--- src/rtl/serial_rx_word.sv ---
// serial_rx_word: 8N1 serial receiver that assembles 3-byte words.
// Define SERIAL_RX_MAJORITY_EN for 2-of-3 majority sampling of rx.
module serial_rx_word #(
  parameter int CLK_PER_BIT  = 250,
  parameter int TIMEOUT_BITS = 20
) (
  input  logic        clk,
  input  logic        rst,
  input  logic        rx,
  output logic [7:0]  data,
  output logic        new_data,
  output logic        frame_error,
  output logic [23:0] word,
  output logic        new_word,
  output logic        busy
);
  typedef enum logic [2:0] {IDLE, START, DATA, STOP, BREAK} state_t;
  localparam logic [15:0] HALF_END = 16'(CLK_PER_BIT / 2 - 1);
  localparam logic [15:0] BIT_END  = 16'(CLK_PER_BIT - 1);
  localparam logic [31:0] IDLE_MAX = 32'(TIMEOUT_BITS * CLK_PER_BIT);
  state_t      state, state_nxt;
  logic        rx_m, rx_s, sample, tick_half, tick_bit, ld, fe;
  logic [15:0] ctr;
  logic [2:0]  bit_idx;
  logic [7:0]  sh;
  logic [1:0]  byte_idx;
  logic [15:0] part;
  logic [31:0] idle_cnt;
  always_ff @(posedge clk)
    if (rst) {rx_m, rx_s} <= 2'b11;
    else {rx_m, rx_s} <= {rx, rx_m};
`ifdef SERIAL_RX_MAJORITY_EN
  logic [1:0] hist;
  always_ff @(posedge clk)
    hist <= rst ? 2'b11 : {hist[0], rx_s};
  assign sample = (rx_s & hist[0]) | (rx_s & hist[1]) | (hist[0] & hist[1]);
`else
  assign sample = rx_s;
`endif
  assign tick_half = ctr == HALF_END;
  assign tick_bit  = ctr == BIT_END;
  always_ff @(posedge clk)
    if (rst) begin
      state   <= IDLE;
      ctr     <= '0;
      bit_idx <= '0;
      sh      <= '0;
    end else begin
      state   <= state_nxt;
      ctr     <= (state_nxt != state || state == IDLE || state == BREAK || (state == DATA && tick_bit)) ? '0 : ctr + 16'd1;
      bit_idx <= state == DATA ? bit_idx + {2'b00, tick_bit} : '0;
      if (state == DATA && tick_bit) sh <= {sample, sh[7:1]};
    end
  always_comb begin
    state_nxt = state;
    case (state)
      IDLE:    state_nxt = rx_s ? IDLE : START;
      START:   if (tick_half) state_nxt = sample ? IDLE : DATA;
      DATA:    if (tick_bit && bit_idx == 3'd7) state_nxt = STOP;
      STOP:    if (tick_bit) state_nxt = sample ? IDLE : BREAK;
      BREAK:   if (rx_s) state_nxt = IDLE;
      default: state_nxt = IDLE;
    endcase
  end
  always_comb begin
    busy = state != IDLE;
    ld   = state == STOP && tick_bit && sample;
    fe   = state == STOP && tick_bit && !sample;
  end
  // Partial bytes stay in part so word only ever holds complete 3-byte words.
  always_ff @(posedge clk)
    if (rst) begin
      data        <= '0;
      new_data    <= 1'b0;
      frame_error <= 1'b0;
      word        <= '0;
      new_word    <= 1'b0;
      byte_idx    <= '0;
      part        <= '0;
      idle_cnt    <= '0;
    end else begin
      new_data    <= ld;
      frame_error <= fe;
      new_word    <= ld && byte_idx == 2'd2;
      idle_cnt    <= state != IDLE ? '0 : idle_cnt + {31'd0, idle_cnt != IDLE_MAX};
      if (ld) begin
        data     <= sh;
        byte_idx <= byte_idx == 2'd2 ? 2'd0 : byte_idx + 2'd1;
        if (byte_idx == 2'd0) part[15:8] <= sh;
        if (byte_idx == 2'd1) part[7:0] <= sh;
        if (byte_idx == 2'd2) word <= {part, sh};
      end else if (fe || idle_cnt == IDLE_MAX) byte_idx <= '0;
    end
endmodule

--- config.mk ---
export PLATFORM = sky130hd
export DESIGN_NAME = serial_rx_word
export DESIGN_NICKNAME = d
export VERILOG_FILES = /design/src/rtl/serial_rx_word.sv
export SDC_FILE = /design/constraint.sdc
export NUM_CORES = 1
export LEC_CHECK = 0
export BUFFER_PORTS_ARGS = -buffer_cell sky130_fd_sc_hd__buf_2
export CAP_MARGIN = 40
export CORE_MARGIN = 1.5
export CORE_UTILIZATION = 35
export CTS_CLUSTER_DIAMETER = 50
export DETAILED_ROUTE_END_ITERATION = 10
export SYNTH_ARGS = -nofsm -noshare
export SYNTH_HDL_FRONTEND = slang
export SYNTH_SLANG_ARGS = --single-unit
--- constraint.sdc ---
create_clock -name clk -period 2.15 [get_ports clk]
set_clock_uncertainty 0.05 [all_clocks]
set_input_delay 0 -clock clk [delete_from_list [all_inputs] [get_ports clk]]
set_output_delay 0 -clock clk [all_outputs]
set_load 0.05 [all_outputs]
==> results of run 1 <==
what timing repair did:
action,4_1_cts,5_1_grt
pin swaps,5,15
hold endpoints to repair,1,0
gates cloned,0,0
hold buffers,1,0
setup buffers,6,1
endpoints found under the setup margin,29,30
resized for setup,15,21
metal layers:
metal  track usage  vias up  part of all wire
li1              -     2358                 -
met2         0.268       86              0.47
met4        0.0608        0             0.015
met5             0        -                 0
met1         0.223     2239              0.48
met3        0.0447       16             0.040
report_power, final:
part           internal [W]  leakage, nW  total (W)  switching [W]
combinational     0.0000456         1.13   0.000128      0.0000820
sequential          0.00218        0.946    0.00219      0.0000121
clock               0.00149        0.239    0.00251        0.00102
total               0.00371         2.32    0.00483        0.00112
worst paths after layout:
check,from,end,slack [ns]
min,rst,idle_cnt[29]$_SDFF_PP0_,0.04
min reg2reg,rx_m$_SDFF_PP1_,rx_s$_SDFF_PP1_,0.37
max reg2reg,idle_cnt[11]$_SDFF_PP0_,idle_cnt[31]$_SDFF_PP0_,0.04
max,idle_cnt[11]$_SDFF_PP0_,idle_cnt[31]$_SDFF_PP0_,0.04
cell type report:
cell class,count,area share
timing repair buffer,95,0.0969
clock buffer,19,0.0674
clock inverter,12,0.0129
tap,184,0.0350
multi-input combinational,438,0.423
inverter,12,0.00685
sequential,117,0.358
through the flow:
step	total power, W	setup slack (ns)	TNS, ns
3_3_place_gp	0.00235	-0.239	-4.95
3_5_place_dp	0.00235	-0.228	-4.76
4_1_cts	0.00485	0.00578	0
6_report	0.00483	0.0433	0
2_1_floorplan	0.00231	0.0197	0
5_1_grt	0.00499	-0.0884	-0.379
sequential cells by signal, indices dropped and copies added, names as in the netlist:
register,flops
idle_cnt,32
word,24
ctr,16
part,16
data,8
sh,8
bit_idx,3
state,3
byte_idx,2
frame_error,1
new_data,1
new_word,1
rx_m,1
rx_s,1
worst reg2reg max path, stage by stage (launching register included):
cell and delay, ns:
dfxtp_1 0.35, nor4b_2 0.32, nand4_1 0.18, or2_4 0.30
ha_4 0.16, and2_4 0.16, and4_4 0.20, and3_4 0.16
mux2i_1 0.11
kinds of logic after synthesis:
group | after synthesis | share of synthesized area
muxes | 17 | 0.0328
AOI/OAI and AO/OA | 133 | 0.139
adders and majority gates | 7 | 0.0169
and+or+nand+nor | 257 | 0.273
buffers and inverters | 57 | 0.0472
xor gates and xnor gates | 24 | 0.0405
DFF | 117 | 0.451
layout by cell type, fill, tap and decap left out, types with 3 or more instances in the layout:
master	count
dfxtp_2	4
a21oi_1	60
mux2i_1	17
and2_1	7
nand4_1	20
dfxtp_1	112
or3_1	13
or4_1	6
nor4_1	14
o21ai_0	53
clkinvlp_4	7
clkinv_2	3
nand2_1	47
inv_1	11
a211oi_1	3
nor3_1	17
xor2_1	15
buf_2	38
nor4_4	4
and3_1	8
buf_4	54
ha_1	5
xnor2_1	9
nor2_1	22
or2_2	3
and4_1	7
clkbuf_16	17
nand3_1	64
nand2b_1	3
o31ai_1	5
Yosys cell counts, types with 2 or more instances:
master	count
inv_1	11
nor4bb_1	2
ha_1	7
and4_1	8
nor2b_1	2
nand2b_1	3
or4_1	6
xnor2_1	9
a211oi_2	2
o31ai_1	5
and3_1	9
a211oi_1	3
nand2_1	49
nand4_1	20
or3_1	13
mux2i_1	17
clkbuf_1	27
nor4_4	2
nand3_1	67
dfxtp_1	117
o21ai_0	56
nor4_1	18
xor2_1	15
and2_1	8
a21oi_1	60
or2_2	4
nor2_1	22
and3b_1	2
nor3_1	17
buf_2	15
==> results.json, run 1 <==
{
  "cp.arrival_ns": 2.36,
  "final_area_um2": 6570,
  "crit_fanout": 3,
  "finalCritPeriodShare": 0.980,
  "io_pins": 39,
  "wirelength_um": 13000,
  "critical_path_class": "reg -> reg",
  "period_needed_ns": 2.11,
  "grt_pass1_vias": 4425,
  "htreeDepth": 4,
  "via_count": 4699,
  "rsz0062_at_grt": "yes",
  "status": "finished clean",
  "grt_max_degree": 39,
  "dr.pass1.iters": 5,
  "tightest_slew_ns": 0.652,
  "wire_per_inst_um": 14.8,
  "cp_num_cells": 8,
  "synth_flop_cell": "dfxtp_1",
  "cp_top_family": "simple AND/OR/NAND/NOR gates",
  "antenna_found_initial": 0,
  "ys_types": 46,
  "drive_gt1_frac": 0.232,
  "crit_chain": "nor4b_2 -> nand4_1 -> or2_4 -> ha_4 -> and2_4 -> and4_4 -> and3_4 -> mux2i_1",
  "dp_hpwl_um": 8380,
  "drc": 0,
  "ir_drop_v": 0.000566,
  "synth_fp_nets": 622,
  "p_leak_nw": 2.32,
  "synth_top_cell_area_share": 0.451,
  "ff_latch_area_um2": 2350,
  "grtUsageTotal": 0.169,
  "clock.fmax_ghz": 0.475,
  "relSlewSlack": 0.564,
  "critPathBufInv": 0,
  "die_area_um2": 15600,
  "reg2regPathDepth": 8,
  "multi_input_area_um2": 2780,
  "synth_edf_count": 0,
  "whs_path_depth": 3,
  "antenna_left": 0,
  "drv_slew": 0,
  "rows": 44,
  "final_cells": 877,
  "path_clk_slew_ns": 0.05,
  "num_antenna_cells": 0,
  "fillCellCount": 1417,
  "cts_buffer_depth": 2,
  "whs_ns": 0.0403,
  "cap_violations": 0,
  "area_growth_pct": 26.5,
  "die_x_um": 125,
  "setup_viol": 0,
  "ys_seq_area_frac": 0.451,
  "critPathMaxStageDelay_ns": 0.35,
  "fin_util": 0.452,
  "async_reset_ff_frac": 0,
  "slowest_stage": "dfxtp_1",
  "gp_congestion": 0.855,
  "start_util": 0.357,
  "clock-sinks": 117,
  "fp.dieH_um": 125,
  "critPathLaunchType": "flip-flop",
  "hold_viol": 0,
  "grt-ovfl-total": 0,
  "cts_buffers": 17,
  "synth_area_um2": 5190,
  "core-area_um2": 14500,
  "root_buffer": "clkbuf_16",
  "ys_ff_latch": 117,
  "postPlaceCellArea_um2": 5810,
  "synth_area_leaders": "dfxtp_1 (45%), nand3_1 (6.5%), a21oi_1 (5.8%)",
  "grt_pass1_wl_um": 21600,
  "synth_area_per_cell_um2": 8.49,
  "yosys_warnings": 0,
  "dp_cells": 839,
  "io_buffers": 38,
  "setup.worst_path.end_class": "flip-flop",
  "vias_per_cell": 5.36,
  "dr.first_iter.drc_count": 355,
  "clkLatencyLatePin_ns": 0.42,
  "nNetsFinal": 691,
  "powerDensity_nw_per_um2": 735,
  "synth_top_area_cell": "dfxtp_1",
  "cts_tree": "yes",
  "cp_data_required_time_ns": 2.40,
  "worstHoldPathType": "in -> reg",
  "synth_cells": 612
}
No activity file was read; power rests on OpenSTA's default activity.
==> run 2, diff against run 1 <==
--- a/config.mk
+++ b/config.mk
@@ -5,7 +5,7 @@
 export SDC_FILE = /design/constraint.sdc
 export NUM_CORES = 1
 export LEC_CHECK = 0
-export BUFFER_PORTS_ARGS = -buffer_cell sky130_fd_sc_hd__buf_2
+export BUFFER_PORTS_ARGS = -buffer_cell sky130_fd_sc_hd__buf_4
 export CAP_MARGIN = 40
 export CORE_MARGIN = 1.5
 export CORE_UTILIZATION = 35
==> results.json, run 2 (synthesis gave the netlist of run 1 again) <==
{
  "r2r_start": "idle_cnt[16]$_SDFF_PP0_",
  "drive_gt1_frac": 0.221,
  "status": "finished clean",
  "relSlewSlack": 0.526,
  "slowest_stage": "dfxtp_2",
  "dr.pass1.iters": 4,
  "area_growth_pct": 28.5,
  "critical_path_class": "reg -> reg",
  "period_needed_ns": 2.10,
  "grt-ovfl-total": 0,
  "whs_path_depth": 2,
  "grtUsageTotal": 0.171,
  "io_buffers": 38,
  "critPathBufInv": 0,
  "clkLatencyLatePin_ns": 0.42,
  "finalCritPeriodShare": 0.978,
  "cts_buffers": 17,
  "critPathLaunchType": "flip-flop",
  "dr.first_iter.drc_count": 281,
  "antenna_found_initial": 0,
  "gp_congestion": 0.821,
  "top_register": "idle_cnt",
  "finalSetupTns_ns": 0,
  "dp_hpwl_um": 8540,
  "hold_viol": 0,
  "clock.fmax_ghz": 0.475,
  "fin_util": 0.459,
  "critPathMaxStageDelay_ns": 0.35,
  "crit_chain": "nor4_4 -> nand4_1 -> or2_4 -> ha_4 -> and2_4 -> and4_4 -> nand3_1 -> mux2i_1",
  "path_clk_slew_ns": 0.06,
  "htreeDepth": 4,
  "cap_violations": 0,
  "p_leak_nw": 2.35,
  "reg2regPathDepth": 8,
  "worstHoldPathType": "in -> reg",
  "wirelength_um": 13200,
  "drv_slew": 0,
  "wire_per_inst_um": 15.1,
  "cts_tree": "yes",
  "rsz0062_at_grt": "yes",
  "crit_start": "idle_cnt[16]$_SDFF_PP0_",
  "ir_drop_v": 0.000562,
  "vias_per_cell": 5.36,
  "largestRegisters": "idle_cnt: 32 flops, word: 24 flops",
  "setup.worst_path.end_class": "flip-flop",
  "io_pins": 39,
  "root_buffer": "clkbuf_16",
  "final_cell_mix": "dfxtp_1 (113), buf_4 (89), nand3_1 (64)",
  "setup_viol": 0,
  "fp.dieH_um": 125,
  "cp_top_family": "simple AND/OR/NAND/NOR gates",
  "place_ws_ns": -0.149,
  "p_total_w": 0.00532,
  "num_antenna_cells": 0,
  "hp-start": "rst",
  "cts_buffer_depth": 2,
  "grt_max_degree": 69,
  "crit_fanout": 5,
  "powerDensity_nw_per_um2": 797,
  "via_count": 4694,
  "clock-sinks": 117,
  "drc": 0,
  "rows": 44,
  "tightest_slew_ns": 0.711,
  "final_common_cell": "dfxtp_1",
  "core-area_um2": 14500,
  "antenna_left": 0,
  "die_area_um2": 15600,
  "cp.arrival_ns": 2.40,
  "cp_num_cells": 8,
  "start_util": 0.357,
  "cp_data_required_time_ns": 2.44,
  "nNetsFinal": 688,
  "largest_reg_flops": 32,
  "fin_ws_ns": 0.0466,
  "die_x_um": 125,
  "grt_pass1_wl_um": 21800,
  "grt_pass1_vias": 4434
}
[run 2: power breakdown]
group          internal (W)  leakage (nW)  switching [W]
registers           0.00218         0.945      0.0000139
clock network       0.00197         0.296        0.00103
logic             0.0000484          1.11      0.0000809
total               0.00419          2.35        0.00112
[run 2: area by class of cell]
cell class,instances,area [um2]
multi-input combinational,438,2720
tap,184,230
clock buffer,20,447
timing repair buffer,92,701
fill,1404,7860
clock inverter,12,179
sequential,117,2350
inverter,12,47.5
[run 2: final timing paths]
| kind | slack, ns | end |
|---|---|---|
| setup reg to reg | 0.05 | idle_cnt[27]$_SDFF_PP0_ |
| hold reg to reg | 0.36 | rx_s$_SDFF_PP1_ |
| setup / recovery | 0.05 | idle_cnt[27]$_SDFF_PP0_ |
| hold / removal | 0.08 | word[8]$_SDFFE_PP0P_ |
[run 2: repair_timing]
action,CTS,global route
setup endpoints to repair,29,49
buffers inserted,1,1
hold buffers,1,0
resized for setup,6,20
pin swaps,2,12
endpoints found under the hold margin,1,0
[run 2: through the flow]
stage                     instances  instance area [um2]  hold WS, ns
after floorplan                 612                 5210       0.0538
after global placement          840                 5900        0.137
after detailed placement        840                 5900        0.139
after CTS                       874                 6570       0.0745
after global routing            875                 6670        0.114
final                           875                 6670       0.0832
[run 2: routing by layer]
metal	routed length (um)	global-route usage	vias up
li1	-	-	2360
met1	6160	0.224	2237
met2	6350	0.276	80
met3	511	0.0438	17
met4	171	0.0528	0
met5	0	0	-
==> run 3, diff against run 2 <==
==> constraint.sdc (replaced) <==
create_clock -name clk -period 2.1 [get_ports clk]
set_clock_uncertainty 0.05 [all_clocks]
set_input_delay 0 -clock clk [delete_from_list [all_inputs] [get_ports clk]]
set_output_delay 0 -clock clk [all_outputs]
set_load 0.05 [all_outputs]
==> results.json, run 3 (synthesis gave the netlist of run 1 again) <==
{
  "status": "finished, violations left",
  "failed_checks": "setup timing",
  "wirelength_um": 12800,
  "top_register": "idle_cnt",
  "crit_chain": "nor4bb_4 -> nand4_1 -> or2_4 -> ha_4 -> and2_4 -> and4_4 -> and3_4 -> mux2i_1",
  "final_common_cell": "dfxtp_1",
  "hold_viol": 0,
  "clkLatencyLatePin_ns": 0.42,
  "crit_fanout": 5,
  "antenna_left": 0,
  "setup.worst_path.end_class": "flip-flop",
  "final_cells": 877,
  "reg2reg_to": "idle_cnt[31]$_SDFF_PP0_",
  "relSlewSlack": 0.538,
  "grt-ovfl-total": 0,
  "final_cell_mix": "dfxtp_1 (112), buf_4 (89), nand3_1 (61)",
  "fillCellCount": 1395,
  "powerDensity_nw_per_um2": 812,
  "cts_buffers": 17,
  "finalCritPeriodShare": 1.00,
  "ir_drop_v": 0.000523,
  "wire_per_inst_um": 14.6,
  "cp_top_family": "simple AND/OR/NAND/NOR gates",
  "critPathBufInv": 0,
  "vias_per_cell": 5.30,
  "drv_slew": 0,
  "num_antenna_cells": 0,
  "period_needed_ns": 2.11,
  "setup_viol": 1,
  "drive_gt1_frac": 0.244,
  "cts_tree": "yes",
  "hp-start": "rst",
  "die_x_um": 125,
  "dp_hpwl_um": 8420,
  "nNetsFinal": 690,
  "cp.arrival_ns": 2.36,
  "reg2regPathDepth": 8,
  "switching_share": 0.233,
  "wl_met1_um": 6130,
  "holdPathEnd": "new_word$_SDFF_PP0_",
  "core-area_um2": 14500,
  "crit_start": "idle_cnt[8]$_SDFF_PP0_",
  "fin_util": 0.466,
  "die_area_um2": 15600,
  "start_util": 0.357,
  "area_growth_pct": 30.4,
  "grtUsageTotal": 0.164,
  "grt_max_degree": 69,
  "fp.dieH_um": 125,
  "grt_pass1_wl_um": 21200,
  "critPathMaxStageDelay_ns": 0.34,
  "drc": 0,
  "met2_length_um": 5990,
  "cts_buffer_depth": 2,
  "whs_path_depth": 2,
  "dr.first_iter.drc_count": 324,
  "critical_path_class": "reg -> reg",
  "intPower_w": 0.00421,
  "gp_congestion": 0.864,
  "htreeDepth": 4,
  "p_sw_w": 0.00128,
  "antenna_found_initial": 0,
  "cp_data_required_time_ns": 2.36,
  "dr.pass1.iters": 6,
  "via_count": 4649,
  "dr_wl_met3_um": 462,
  "fin_ws_ns": -0.00523,
  "io_buffers": 38,
  "p_clk_frac": 0.566,
  "path_clk_slew_ns": 0.06,
  "comb_power_share": 0.026,
  "worstHoldPathType": "in -> reg",
  "highest_layer": "met4",
  "clock.fmax_ghz": 0.475,
  "largest_reg_flops": 32,
  "slowest_stage": "dfxtp_2",
  "grt_pass1_vias": 4410,
  "rsz0062_at_grt": "yes",
  "cap_violations": 0,
  "rows": 44,
  "r2r_start": "idle_cnt[8]$_SDFF_PP0_",
  "largestRegisters": "idle_cnt: 32 flops, word: 24 flops",
  "tightest_slew_ns": 0.693,
  "critPathLaunchType": "flip-flop",
  "clock-sinks": 117,
  "io_pins": 39,
  "root_buffer": "clkbuf_16",
  "dp_cells": 841,
  "r2r_slack_ns": -0.005,
  "power_frac_seq": 0.408,
  "p_leak_nw": 2.39
}
run 3: cell count changes in the layout (fill, tap and decap cells not counted), moves of 3 or more:
cell	before	now
nor3_2	0	3
nor3_1	17	14
nand3_1	64	61
clkinvlp_4	3	0
inv_8	0	5
inv_6	0	6
run 3: worst max-delay path by stage:
stage,end,slack (ns),cells after the start
2_1_floorplan,idle_cnt[31]$_SDFF_PP0_,0.02,9
3_5_place_dp,idle_cnt[31]$_SDFF_PP0_,-0.15,8
5_1_grt,idle_cnt[28]$_SDFF_PP0_,-0.1,8
4_1_cts,idle_cnt[31]$_SDFF_PP0_,-0.007,8
6_report,idle_cnt[31]$_SDFF_PP0_,-0.005,8
3_3_place_gp,idle_cnt[31]$_SDFF_PP0_,-0.13,8
run 3: layout make-up:
cell class	instances	area (um2)	share of cell area
timing repair buffer	94	732	0.108
sequential	117	2350	0.347
tap	184	230	0.0340
inverter	12	45.0	0.00665
clock buffer	17	425	0.0628
clock inverter	15	208	0.0307
multi-input combinational	438	2780	0.411
run 3: routing by layer:
| metal | GRT usage | vias up |
|---|---|---|
| met5 | 0 | - |
| li1 | - | 2352 |
| met2 | 0.259 | 85 |
| met1 | 0.216 | 2194 |
| met4 | 0.0695 | 0 |
| met3 | 0.0369 | 18 |
run 3: stage by stage:
step	power (W)	instance area (um2)	setup TNS, ns	worst slack, ns	hold slack (ns)
5_1_grt	0.00566	6770	-1.08	-0.0961	0.0783
2_1_floorplan	0.00237	5210	0	0.0189	0.0538
3_3_place_gp	0.00240	5910	-1.51	-0.128	0.141
3_5_place_dp	0.00241	5910	-2.16	-0.150	0.142
4_1_cts	0.00554	6600	-0.00720	-0.00720	0.0517
6_report	0.00550	6770	-0.00523	-0.00523	0.0716
run 3: power groups by stage:
stage                     clock network, W  logic (W)  registers (W)
after floorplan                          0  0.0000862        0.00228
after global placement                   0   0.000117        0.00229
after detailed placement                 0   0.000120        0.00229
after CTS                          0.00317   0.000124        0.00224
after global routing               0.00327   0.000158        0.00224
final                              0.00311   0.000142        0.00224
run 3: worst reg2reg max path: stages, from the launching register on:
cell	delay, ns
dfxtp_2	0.34
nor4bb_4	0.30
nand4_1	0.18
or2_4	0.30
ha_4	0.18
and2_4	0.19
and4_4	0.19
and3_4	0.17
mux2i_1	0.10
run 3: what timing repair did:
item	CTS	global route
buffers inserted	0	3
resized for setup	11	29
hold endpoints to repair	1	0
hold buffers	1	0
setup endpoints to repair	29	38
pin swaps	4	24
